**config.mk**
```make
export PLATFORM = sky130hd
export DESIGN_NAME = game_sequencer_flat
export DESIGN_NICKNAME = d
export VERILOG_FILES = /design/src/rtl/game_sequencer_pkg.sv /design/src/rtl/game_sequencer_if.sv /design/src/rtl/game_sequencer_beat_timer.sv /design/src/rtl/game_sequencer.sv /design/src/flat_wrapper.sv
export SDC_FILE = /design/constraint.sdc
export NUM_CORES = 1
export LEC_CHECK = 0
export CORE_UTILIZATION = 63
export DETAILED_ROUTE_END_ITERATION = 10
export GPL_ROUTABILITY_DRIVEN = 0
export PLACE_DENSITY_LB_ADDON = 0.2
export SYNTH_ARGS = -nofsm -noshare
export SYNTH_HDL_FRONTEND = slang
export SYNTH_SLANG_ARGS = --single-unit
```
**constraint.sdc**
```tcl
create_clock -name clk -period 6.45 [get_ports clk]
set_clock_uncertainty 0.15 [all_clocks]
set_input_delay 0.9675 -clock clk [delete_from_list [all_inputs] [get_ports clk]]
set_output_delay 0.9675 -clock clk [all_outputs]
set_load 0.05 [all_outputs]
```
**src/rtl/game_sequencer_pkg.sv**
```systemverilog
// Shared types and widths for the dance-game sequencer.
// Optional pause support is compiled in with GAME_SEQ_PAUSE_EN.
package game_seq_pkg;

  localparam int ACC_W  = 40;
  localparam int BPM_W  = 16;
  localparam int SONG_W = 4;

  typedef enum logic [2:0] {
    ST_SELECT    = 3'd0,
    ST_COUNTDOWN = 3'd1,
    ST_PLAY      = 3'd2,
    ST_DONE      = 3'd3,
    ST_PAUSE     = 3'd4
  } state_t;

  // Limits the BPM so the accumulator can wrap at most once per cycle.
  function automatic logic [BPM_W-1:0] clamp_bpm(input logic [BPM_W-1:0] bpm,
                                                 input logic [ACC_W-1:0] limit);
    if (ACC_W'(bpm) > limit) return limit[BPM_W-1:0];
    return bpm;
  endfunction

endpackage

```
**src/rtl/game_sequencer_if.sv**
```systemverilog
// Button, selector and beat signals between the sequencer and the rest of the game.
interface game_sequencer_if;
  import game_seq_pkg::*;

  logic              btn_start;
  logic              btn_back;
  logic [SONG_W-1:0] selected_song;
  logic [BPM_W-1:0]  bpm_in;
  logic              sel_enable;
  logic [SONG_W-1:0] active_song;
  logic [BPM_W-1:0]  bpm_latched;
  logic [2:0]        state;
  logic              beat_tick;
  logic [7:0]        beat_count;
  logic              playing;
  logic              song_done;

  modport master (
    input  btn_start, btn_back, selected_song, bpm_in,
    output sel_enable, active_song, bpm_latched, state,
    output beat_tick, beat_count, playing, song_done
  );

  modport slave (
    output btn_start, btn_back, selected_song, bpm_in,
    input  sel_enable, active_song, bpm_latched, state,
    input  beat_tick, beat_count, playing, song_done
  );

endinterface

```
**src/rtl/game_sequencer_beat_timer.sv**
```systemverilog
// Phase accumulator turning a BPM into beat ticks; wrap is the look-ahead of
// the next registered tick so the sequencer can count beats on the same edge.
module beat_timer
  import game_seq_pkg::*;
#(
  parameter logic [ACC_W-1:0] LIMIT = 40'd3_000_000_000
) (
  input  logic             clk,
  input  logic             rst,
  input  logic             run,
  input  logic             clear,
  input  logic [BPM_W-1:0] bpm,
  output logic             wrap,
  output logic             tick
);

  logic [ACC_W-1:0] acc_reg;
  logic [ACC_W-1:0] sum;

  assign sum  = acc_reg + ACC_W'(bpm);
  assign wrap = (sum >= LIMIT);

  always_ff @(posedge clk or posedge rst) begin
    if (rst) begin
      acc_reg <= '0;
      tick    <= 1'b0;
    end else if (clear) begin
      acc_reg <= '0;
      tick    <= 1'b0;
    end else if (run) begin
      // Remainder is carried over, so the long-run rate is exact.
      acc_reg <= wrap ? (sum - LIMIT) : sum;
      tick    <= wrap;
    end else begin
      tick    <= 1'b0;
    end
  end

endmodule

```
**src/rtl/game_sequencer.sv**
```systemverilog
// Game-flow controller: select -> countdown -> play -> done, with beat counting.
// Defining GAME_SEQ_PAUSE_EN lets a start press in PLAY pause/resume the song.
module game_sequencer
  import game_seq_pkg::*;
#(
  parameter int unsigned CLK_HZ          = 50_000_000,
  parameter int unsigned COUNTDOWN_BEATS = 4,
  parameter int unsigned SONG_BEATS      = 64
) (
  input  logic              clk,
  input  logic              rst,
  game_sequencer_if.master  bus
);

  localparam logic [ACC_W-1:0] LIMIT   = ACC_W'(CLK_HZ) * ACC_W'(60);
  localparam logic [7:0]       CD_LAST = 8'(COUNTDOWN_BEATS);
  localparam logic [7:0]       SG_LAST = 8'(SONG_BEATS);

  state_t            state_reg, state_next;
  logic [7:0]        count_reg, count_next, count_inc;
  logic              start_q_reg, back_q_reg;
  logic              start_rise, back_rise;
  logic [SONG_W-1:0] song_reg;
  logic [BPM_W-1:0]  bpm_reg;
  logic              done_reg, done_next;
  logic              playing_reg, sel_en_reg;
  logic              latch, clear, run, pause_req, wrap, tick, beat_due;

  assign start_rise = bus.btn_start & ~start_q_reg;
  assign back_rise  = bus.btn_back & ~back_q_reg;
  assign count_inc  = count_reg + 8'd1;

`ifdef GAME_SEQ_PAUSE_EN
  assign pause_req = (state_reg == ST_PLAY) && start_rise && !back_rise;
`else
  assign pause_req = 1'b0;
`endif

  // The accumulator must not advance on an abort or pause edge.
  assign run      = ((state_reg == ST_COUNTDOWN) || (state_reg == ST_PLAY))
                    && !back_rise && !pause_req;
  assign beat_due = run && wrap;

  beat_timer #(.LIMIT(LIMIT)) u_timer (
    .clk   (clk),
    .rst   (rst),
    .run   (run),
    .clear (clear),
    .bpm   (bpm_reg),
    .wrap  (wrap),
    .tick  (tick)
  );

  always_comb begin
    state_next = state_reg;
    count_next = count_reg;
    done_next  = 1'b0;
    latch      = 1'b0;
    clear      = 1'b0;
    case (state_reg)
      ST_SELECT: begin
        if (!back_rise && start_rise && (bus.bpm_in != '0)) begin
          latch      = 1'b1;
          clear      = 1'b1;
          count_next = '0;
          state_next = ST_COUNTDOWN;
        end
      end
      ST_COUNTDOWN: begin
        if (back_rise) begin
          clear      = 1'b1;
          count_next = '0;
          state_next = ST_SELECT;
        end else if (beat_due) begin
          if (count_inc == CD_LAST) begin
            count_next = '0;
            state_next = ST_PLAY;
          end else begin
            count_next = count_inc;
          end
        end
      end
      ST_PLAY: begin
        if (back_rise) begin
          clear      = 1'b1;
          count_next = '0;
          state_next = ST_SELECT;
        end else if (pause_req) begin
          state_next = ST_PAUSE;
        end else if (beat_due) begin
          count_next = count_inc;
          if (count_inc == SG_LAST) begin
            done_next  = 1'b1;
            state_next = ST_DONE;
          end
        end
      end
      ST_PAUSE: begin
        if (back_rise) begin
          clear      = 1'b1;
          count_next = '0;
          state_next = ST_SELECT;
        end else if (start_rise) begin
          state_next = ST_PLAY;
        end
      end
      ST_DONE: begin
        if (start_rise || back_rise) begin
          count_next = '0;
          state_next = ST_SELECT;
        end
      end
      default: begin
        count_next = '0;
        state_next = ST_SELECT;
      end
    endcase
  end

  always_ff @(posedge clk or posedge rst) begin
    if (rst) begin
      state_reg   <= ST_SELECT;
      count_reg   <= '0;
      start_q_reg <= 1'b0;
      back_q_reg  <= 1'b0;
      song_reg    <= '0;
      bpm_reg     <= '0;
      done_reg    <= 1'b0;
      playing_reg <= 1'b0;
      sel_en_reg  <= 1'b1;
    end else begin
      state_reg   <= state_next;
      count_reg   <= count_next;
      start_q_reg <= bus.btn_start;
      back_q_reg  <= bus.btn_back;
      done_reg    <= done_next;
      playing_reg <= (state_next == ST_PLAY);
      sel_en_reg  <= (state_next == ST_SELECT);
      if (latch) begin
        song_reg <= bus.selected_song;
        bpm_reg  <= clamp_bpm(bus.bpm_in, LIMIT);
      end
    end
  end

  assign bus.state       = state_reg;
  assign bus.beat_count  = count_reg;
  assign bus.beat_tick   = tick;
  assign bus.song_done   = done_reg;
  assign bus.playing     = playing_reg;
  assign bus.sel_enable  = sel_en_reg;
  assign bus.active_song = song_reg;
  assign bus.bpm_latched = bpm_reg;

endmodule

```
**src/flat_wrapper.sv**
```systemverilog
// flat-port wrapper written by rule: the top's interface ports become plain ports
module game_sequencer_flat import game_seq_pkg::*;
#(
  parameter int unsigned CLK_HZ          = 50_000_000,
  parameter int unsigned COUNTDOWN_BEATS = 4,
  parameter int unsigned SONG_BEATS      = 64
)
  (clk, rst, bus_btn_start, bus_btn_back, bus_selected_song, bus_bpm_in, bus_sel_enable, bus_active_song, bus_bpm_latched, bus_state, bus_beat_tick, bus_beat_count, bus_playing, bus_song_done);
  game_sequencer_if bus_i ();
  input  logic clk;
  input  logic rst;
  input wire logic [$bits(bus_i.btn_start)-1:0] bus_btn_start;
  input wire logic [$bits(bus_i.btn_back)-1:0] bus_btn_back;
  input wire logic [$bits(bus_i.selected_song)-1:0] bus_selected_song;
  input wire logic [$bits(bus_i.bpm_in)-1:0] bus_bpm_in;
  output wire logic [$bits(bus_i.sel_enable)-1:0] bus_sel_enable;
  output wire logic [$bits(bus_i.active_song)-1:0] bus_active_song;
  output wire logic [$bits(bus_i.bpm_latched)-1:0] bus_bpm_latched;
  output wire logic [$bits(bus_i.state)-1:0] bus_state;
  output wire logic [$bits(bus_i.beat_tick)-1:0] bus_beat_tick;
  output wire logic [$bits(bus_i.beat_count)-1:0] bus_beat_count;
  output wire logic [$bits(bus_i.playing)-1:0] bus_playing;
  output wire logic [$bits(bus_i.song_done)-1:0] bus_song_done;
  assign bus_i.btn_start = bus_btn_start;
  assign bus_i.btn_back = bus_btn_back;
  assign bus_i.selected_song = bus_selected_song;
  assign bus_i.bpm_in = bus_bpm_in;
  assign bus_sel_enable = bus_i.sel_enable;
  assign bus_active_song = bus_i.active_song;
  assign bus_bpm_latched = bus_i.bpm_latched;
  assign bus_state = bus_i.state;
  assign bus_beat_tick = bus_i.beat_tick;
  assign bus_beat_count = bus_i.beat_count;
  assign bus_playing = bus_i.playing;
  assign bus_song_done = bus_i.song_done;
  game_sequencer #(.CLK_HZ(CLK_HZ), .COUNTDOWN_BEATS(COUNTDOWN_BEATS), .SONG_BEATS(SONG_BEATS)) u_core (.clk(clk), .rst(rst), .bus(bus_i));
endmodule
```
==> metrics.txt, run 1 <==
status=finished clean; Post-CTS Hold Fix Bufs=0; Yosys warning count=0; post-CTS setup buffers=0; Synth area leader=dfrtp_1; Worst Hold Class=flop to flop; vias per cell=6.89; syn_nets=720; Critical Path Start Type=flop; Switching Share=53.1%; ratio of cells with drive above 1 in the final layout=10.2%; Hold Crit Depth=2; Final Hold Vio Count=0; register area share after synthesis=32.6%; maximum clock path buffer count=2; RSZ-0062 raised after global routing=no; Die W=98.9 µm; drt wl/cell=19.4 µm; DIE HEIGHT=98.9 µm; slowest CP cell=nand2b_1; end-of-flow core utilization=73.9%; first-pass GRT wire length=26.4 mm; CTS Buf Count=9; internal power=1.98 mW; worst rel slew slack=33.5%; fmax=0.194 GHz; initial DRC count=514; DRT antenna net count=0; CTS Sinks=77; vias=5753; CP Capture Type=flop; worst vdd ir=0.358 mV; gr usage total=34.0%; post-synthesis async set-or-reset flop share=100%; final net count=762; prevailing post-synth register cell=dfrtp_1; synth cell count leaders=dfrtp_1 (76), nand2_1 (66), o21ai_0 (47); DP HPWL=11.8 mm; CTS root buffer=clkbuf_8; CP Data Arrival Time=5290 ps; Critical Path, Cell by Cell=ha_1, fa_1, a21o_1, a221o_1, a22oi_2, a21o_1, nor3b_2, o211a_2, nand2_1, nor3_2, nand2b_1, nand2_1, inv_1, a21oi_1, a31oi_1; pwr/cell area=623 mW/mm²; Pre-antenna DRT Iters=6; R2R cell count=15; Ant. Diodes=0; # setup viols final=0; DIE AREA=0.00979 mm²; Final min period=5170 ps; # H-tree levels=3; Final Max Slew Viols=0; Clk pin slew, worst setup/hold paths=90 ps; Skew-Pair Late Insertion Delay=360 ps; Remaining DRCs=0; most frequent cell after synthesis=dfrtp_1; combinational share of power=68.7%; Fin Hold WS=353 ps; Remaining Overflow, GRT=0; Initial Util=64.7%; slowest stage delay, CP=770 ps; share of total power in the clock network=10.3%; Cell Area, Placed=0.00654 mm²; vias in the first global route=5487; Leak=2.72 nW; Worst Tran Pin Value=995 ps; PortBufs=58; antenna violations before repair=0; synthesized instance count=677; Synth top area share=32.1%; Layout Area Growth over Synthesis=14.2%; flops & latches, synth=77; synth unique cells=81; Cell Rows=35; number of flops mapped to enable cells by yosys=0; CTS tree=done; kind of critical path=flop to flop; Final period util=80.1%; Critical Path Fanout Max=22; Post-Synthesis Cell Area=0.00592 mm²; Psw=2.24 mW; sequential power share=21.0%; largest net degree at the start of global routing=51; Post-Layout Inst Area=0.00676 mm²; total core area=0.00915 mm²; Required @ worst endpoint=6570 ps; Ports=59; post-CTS resize count=0; Synth area leaders=dfrtp_1 (32%), xnor2_1 (6.7%), nand2_1 (4.2%); Synth Area per Inst=8.74 µm²; Fin Setup TNS=0 ps; DRT Wirelength=16.2 mm; max reg flops=40; Max Cap Viol=0
per-stage QoR:
stage / std cells / setup WS [ps] / power [mW]
6_report: 835 / 1280 / 4.21
5_1_grt: 835 / 1060 / 4.47
4_1_cts: 835 / 1390 / 4.15
3_5_place_dp: 819 / 1470 / 3.68
3_3_place_gp: 819 / 1710 / 3.58
2_1_floorplan: 677 / 2140 / 2.99
power groups by stage:
stage | combinational, mW | sequential (mW) | clock (mW)
4_1_cts | 2.84 | 0.880 | 0.437
6_report | 2.90 | 0.885 | 0.432
2_1_floorplan | 1.88 | 1.11 | 0
3_5_place_dp | 2.80 | 0.887 | 0
5_1_grt | 3.11 | 0.911 | 0.452
3_3_place_gp | 2.71 | 0.877 | 0
layer usage:
layer | GRT usage [%] | part of all wire (%)
met3 | 5.53 | 8.1
met5 | 0 | 0
met1 | 45.1 | 41
met4 | 16.6 | 3.7
met2 | 54.3 | 47
area by class of cell:
| cell class | count | area (µm²) |
|---|---|---|
| multi-input cells | 545 | 3760 |
| clock inverters | 7 | 103 |
| flip-flops and latches | 77 | 1930 |
| well taps | 111 | 139 |
| repair buffers | 63 | 618 |
| fillers | 688 | 2390 |
| inverters | 23 | 86.3 |
| clock buffers | 9 | 124 |
cell families after synthesis:
| kind of cell | Yosys count | share of synthesized area [%] |
|---|---|---|
| AO/OA/AOI/OAI | 208 | 24.6 |
| XOR/XNOR | 64 | 9.47 |
| adder cells (fa/ha/maj) | 19 | 4.14 |
| buffers and inverters | 55 | 3.91 |
| flip-flops | 77 | 32.6 |
| multiplexers | 26 | 4.84 |
| AND/OR/NAND/NOR | 228 | 20.5 |
critical path, delay by kind of cell, from the launching register on:
family,cells,cell delay [ps]
buf+inv,1,190
fa+ha+maj,2,690
flops,1,410
compound gates,7,1940
simple gates,5,1670
worst paths after layout:
check                                            from                    endpoint  slack (ps)
setup / recovery            u_core.bus.bpm_latched[0]    u_core.bus.beat_count[6]        1280
hold / removal             u_core.u_timer.acc_reg[14]  u_core.u_timer.acc_reg[14]         350
setup reg to reg            u_core.bus.bpm_latched[0]    u_core.bus.beat_count[6]        1280
hold reg to reg            u_core.u_timer.acc_reg[14]  u_core.u_timer.acc_reg[14]         350
max in group asynchronous                         rst  u_core.u_timer.acc_reg[37]        4240
min in group asynchronous                         rst   u_core.bus.active_song[2]         830
cells in the final DEF (no fill, tap or decap), types with 15 or more instances in the layout:
cell type and n:
dfrtp_1 76, nand2_1 66, clkdlybuf4s50_1 58, o21ai_0 46, xnor2_1 45, a21oi_1 38
nor2_1 37, nand3_1 23, inv_1 22, mux2_2 21, xor2_1 19, ha_1 18
nor3_1 17, a22o_1 15
Power figures use the tool's default switching activity.
==> run 2, diff against run 1 <==
--- a/config.mk
+++ b/config.mk
@@ -5,7 +5,7 @@
 export SDC_FILE = /design/constraint.sdc
 export NUM_CORES = 1
 export LEC_CHECK = 0
-export CORE_UTILIZATION = 63
+export CORE_UTILIZATION = 58
 export DETAILED_ROUTE_END_ITERATION = 10
 export GPL_ROUTABILITY_DRIVEN = 0
 export PLACE_DENSITY_LB_ADDON = 0.2
==> constraint.sdc (replaced) <==
create_clock -name clk -period 5.3 [get_ports clk]
set_clock_uncertainty 0.15 [all_clocks]
set_input_delay 0.795 -clock clk [delete_from_list [all_inputs] [get_ports clk]]
set_output_delay 0.795 -clock clk [all_outputs]
set_load 0.05 [all_outputs]
==> run 2 against run 1 <==
Effect of this change: via count down 1.8%; sequential share of layout area down 0.32 points; design area up 1.1%; maximum frequency up 6.3%; setup slack worse by 840 ps; register-to-register slack worse by 840 ps; cell count up 3.1%; die area up 8.5%; power up 22%; critical endpoint is now u_core.bus.sel_enable.
==> metrics.txt, run 2 (same netlist as run 1, synthesis figures left out) <==
CTS Buf Count=9; max reg flops=40; CP Depth=15; Fin Hold WS=347 ps; Remaining Overflow, GRT=0; Design Power=5.15 mW; Final Hold Vio Count=0; Worst Hold Class=flop to flop; pwr/cell area=753 mW/mm²; CTS tree=done; Critical Path Source=u_core.bus.bpm_latched[0]; Ant. Diodes=0; initial DRC count=393; hold path startpoint=u_core.u_timer.acc_reg[11]; GR Util met3=4.81%; slowest stage delay, CP=480 ps; Initial Util=60.3%; # setup viols final=0; Layout Area Growth over Synthesis=15.5%; largest net degree at the start of global routing=50; Remaining DRCs=0; post-CTS resize count=0; Ports=59; total core area=0.00982 mm²; CTS Sinks=77; maximum clock path buffer count=2; status=finished clean; Critical Path Start Type=flop; CP delay by family, top=compound AO/OA/AOI/OAI gates; Die W=103 µm; DIE HEIGHT=103 µm; # H-tree levels=3; R2R setup slack=440 ps; CTS root buffer=clkbuf_8; kind of critical path=flop to flop; routing usage on met2=51.3%; Worst Tran Pin Value=1170 ps; CP Data Arrival Time=5000 ps; commonest non-fill, non-tap cell in the layout=dfrtp_1; Leak=2.74 nW; RR Startpoint=u_core.bus.bpm_latched[0]; Final min period=4860 ps; RR Endpoint=u_core.bus.sel_enable; Max Cap Viol=0; vias=5649; Pre-antenna DRT Iters=5; first-pass GRT wire length=26.2 mm; ratio of cells with drive above 1 in the final layout=10.7%; DIE AREA=0.0106 mm²; vias per cell=6.56; Post-CTS Hold Fix Bufs=0; R2R cell count=15; DP HPWL=11.9 mm; antenna violations before repair=0; Final period util=91.7%; RSZ-0062 raised after global routing=no; # fillers=830; Clk pin slew, worst setup/hold paths=90 ps; CP Capture Point=u_core.bus.sel_enable; fmax=0.206 GHz; commonest cells after routing, fill and taps aside=dfrtp_1 (76), nand2_1 (66), clkdlybuf4s50_1 (58); CP Buf/Inv Count=1; DRT Wirelength=16.2 mm; PortBufs=58; drt wl/cell=18.9 µm; Skew-Pair Late Insertion Delay=380 ps; DRT antenna net count=0; Critical Path Fanout Max=12; Critical Path, Cell by Cell=ha_1, fa_1, a21o_1, a221o_1, a22oi_2, a2111oi_4, xnor2_1, o32ai_1, a31oi_1, and3b_1, nand2b_1, buf_4, o21ai_0, a211oi_2, nor3b_1; gr busiest metal=met2; worst rel slew slack=22.0%; post-CTS setup buffers=0; Required @ worst endpoint=5440 ps; worst vdd ir=0.423 mV; CP Capture Type=flop; gr usage total=32.0%; M1 GR Usage=43.5%; final net count=766; slowest CP cell=a22oi_2; Final Max Slew Viols=0; vias in the first global route=5395; Cell Rows=36; Fin Setup TNS=0 ps
## run 2: worst min path at each step
stage	endpoint	slack [ps]	depth (start not counted)
floorplan	u_core.u_timer.acc_reg[10]	300	2
global placement	u_core.u_timer.acc_reg[11]	320	2
detailed placement	u_core.u_timer.acc_reg[11]	330	2
CTS	u_core.u_timer.acc_reg[11]	350	2
global route	u_core.u_timer.acc_reg[15]	380	2
finish	u_core.u_timer.acc_reg[11]	350	2
## run 2: area by class of cell
class	count	area [µm²]	share of cell area [%]
inverters	23	86.3	1.26
multi-input cells	545	3760	55.0
clock inverters	7	121	1.77
flip-flops and latches	77	1930	28.2
clock buffers	9	124	1.81
repair buffers	67	648	9.48
well taps	133	166	2.43
## run 2: metrics by stage
stage          utilization (%)  worst slack, ps  std cells  cell area [µm²]
5_1_grt                   69.6              209        861             6840
3_5_place_dp              67.1              525        845             6590
2_1_floorplan                -              986        677             5920
3_3_place_gp              67.1              742        845             6590
4_1_cts                   69.6              489        861             6840
6_report                  69.6              441        861             6840
## run 2: where the power goes
group | internal (mW) | switching, mW | leakage (nW) | total [mW]
clock network | 0.315 | 0.251 | 0.124 | 0.566
logic | 1.32 | 2.19 | 1.64 | 3.50
registers | 0.825 | 0.256 | 0.975 | 1.08
## run 2: routing by layer
metal | share of wire (%) | vias up
li1 | - | 2626
met1 | 43 | 2716
met2 | 47 | 269
met3 | 7.5 | 38
met4 | 2.2 | 0
met5 | 0 | -
## run 2: worst reg2reg max path: cells and delay by family, from the launching register on
kind,cells,cell delay (ps)
compound gates,8,2080
simple gates,3,790
fa+ha+maj,2,670
xor+xnor,1,430
flops,1,400
buf+inv,1,280
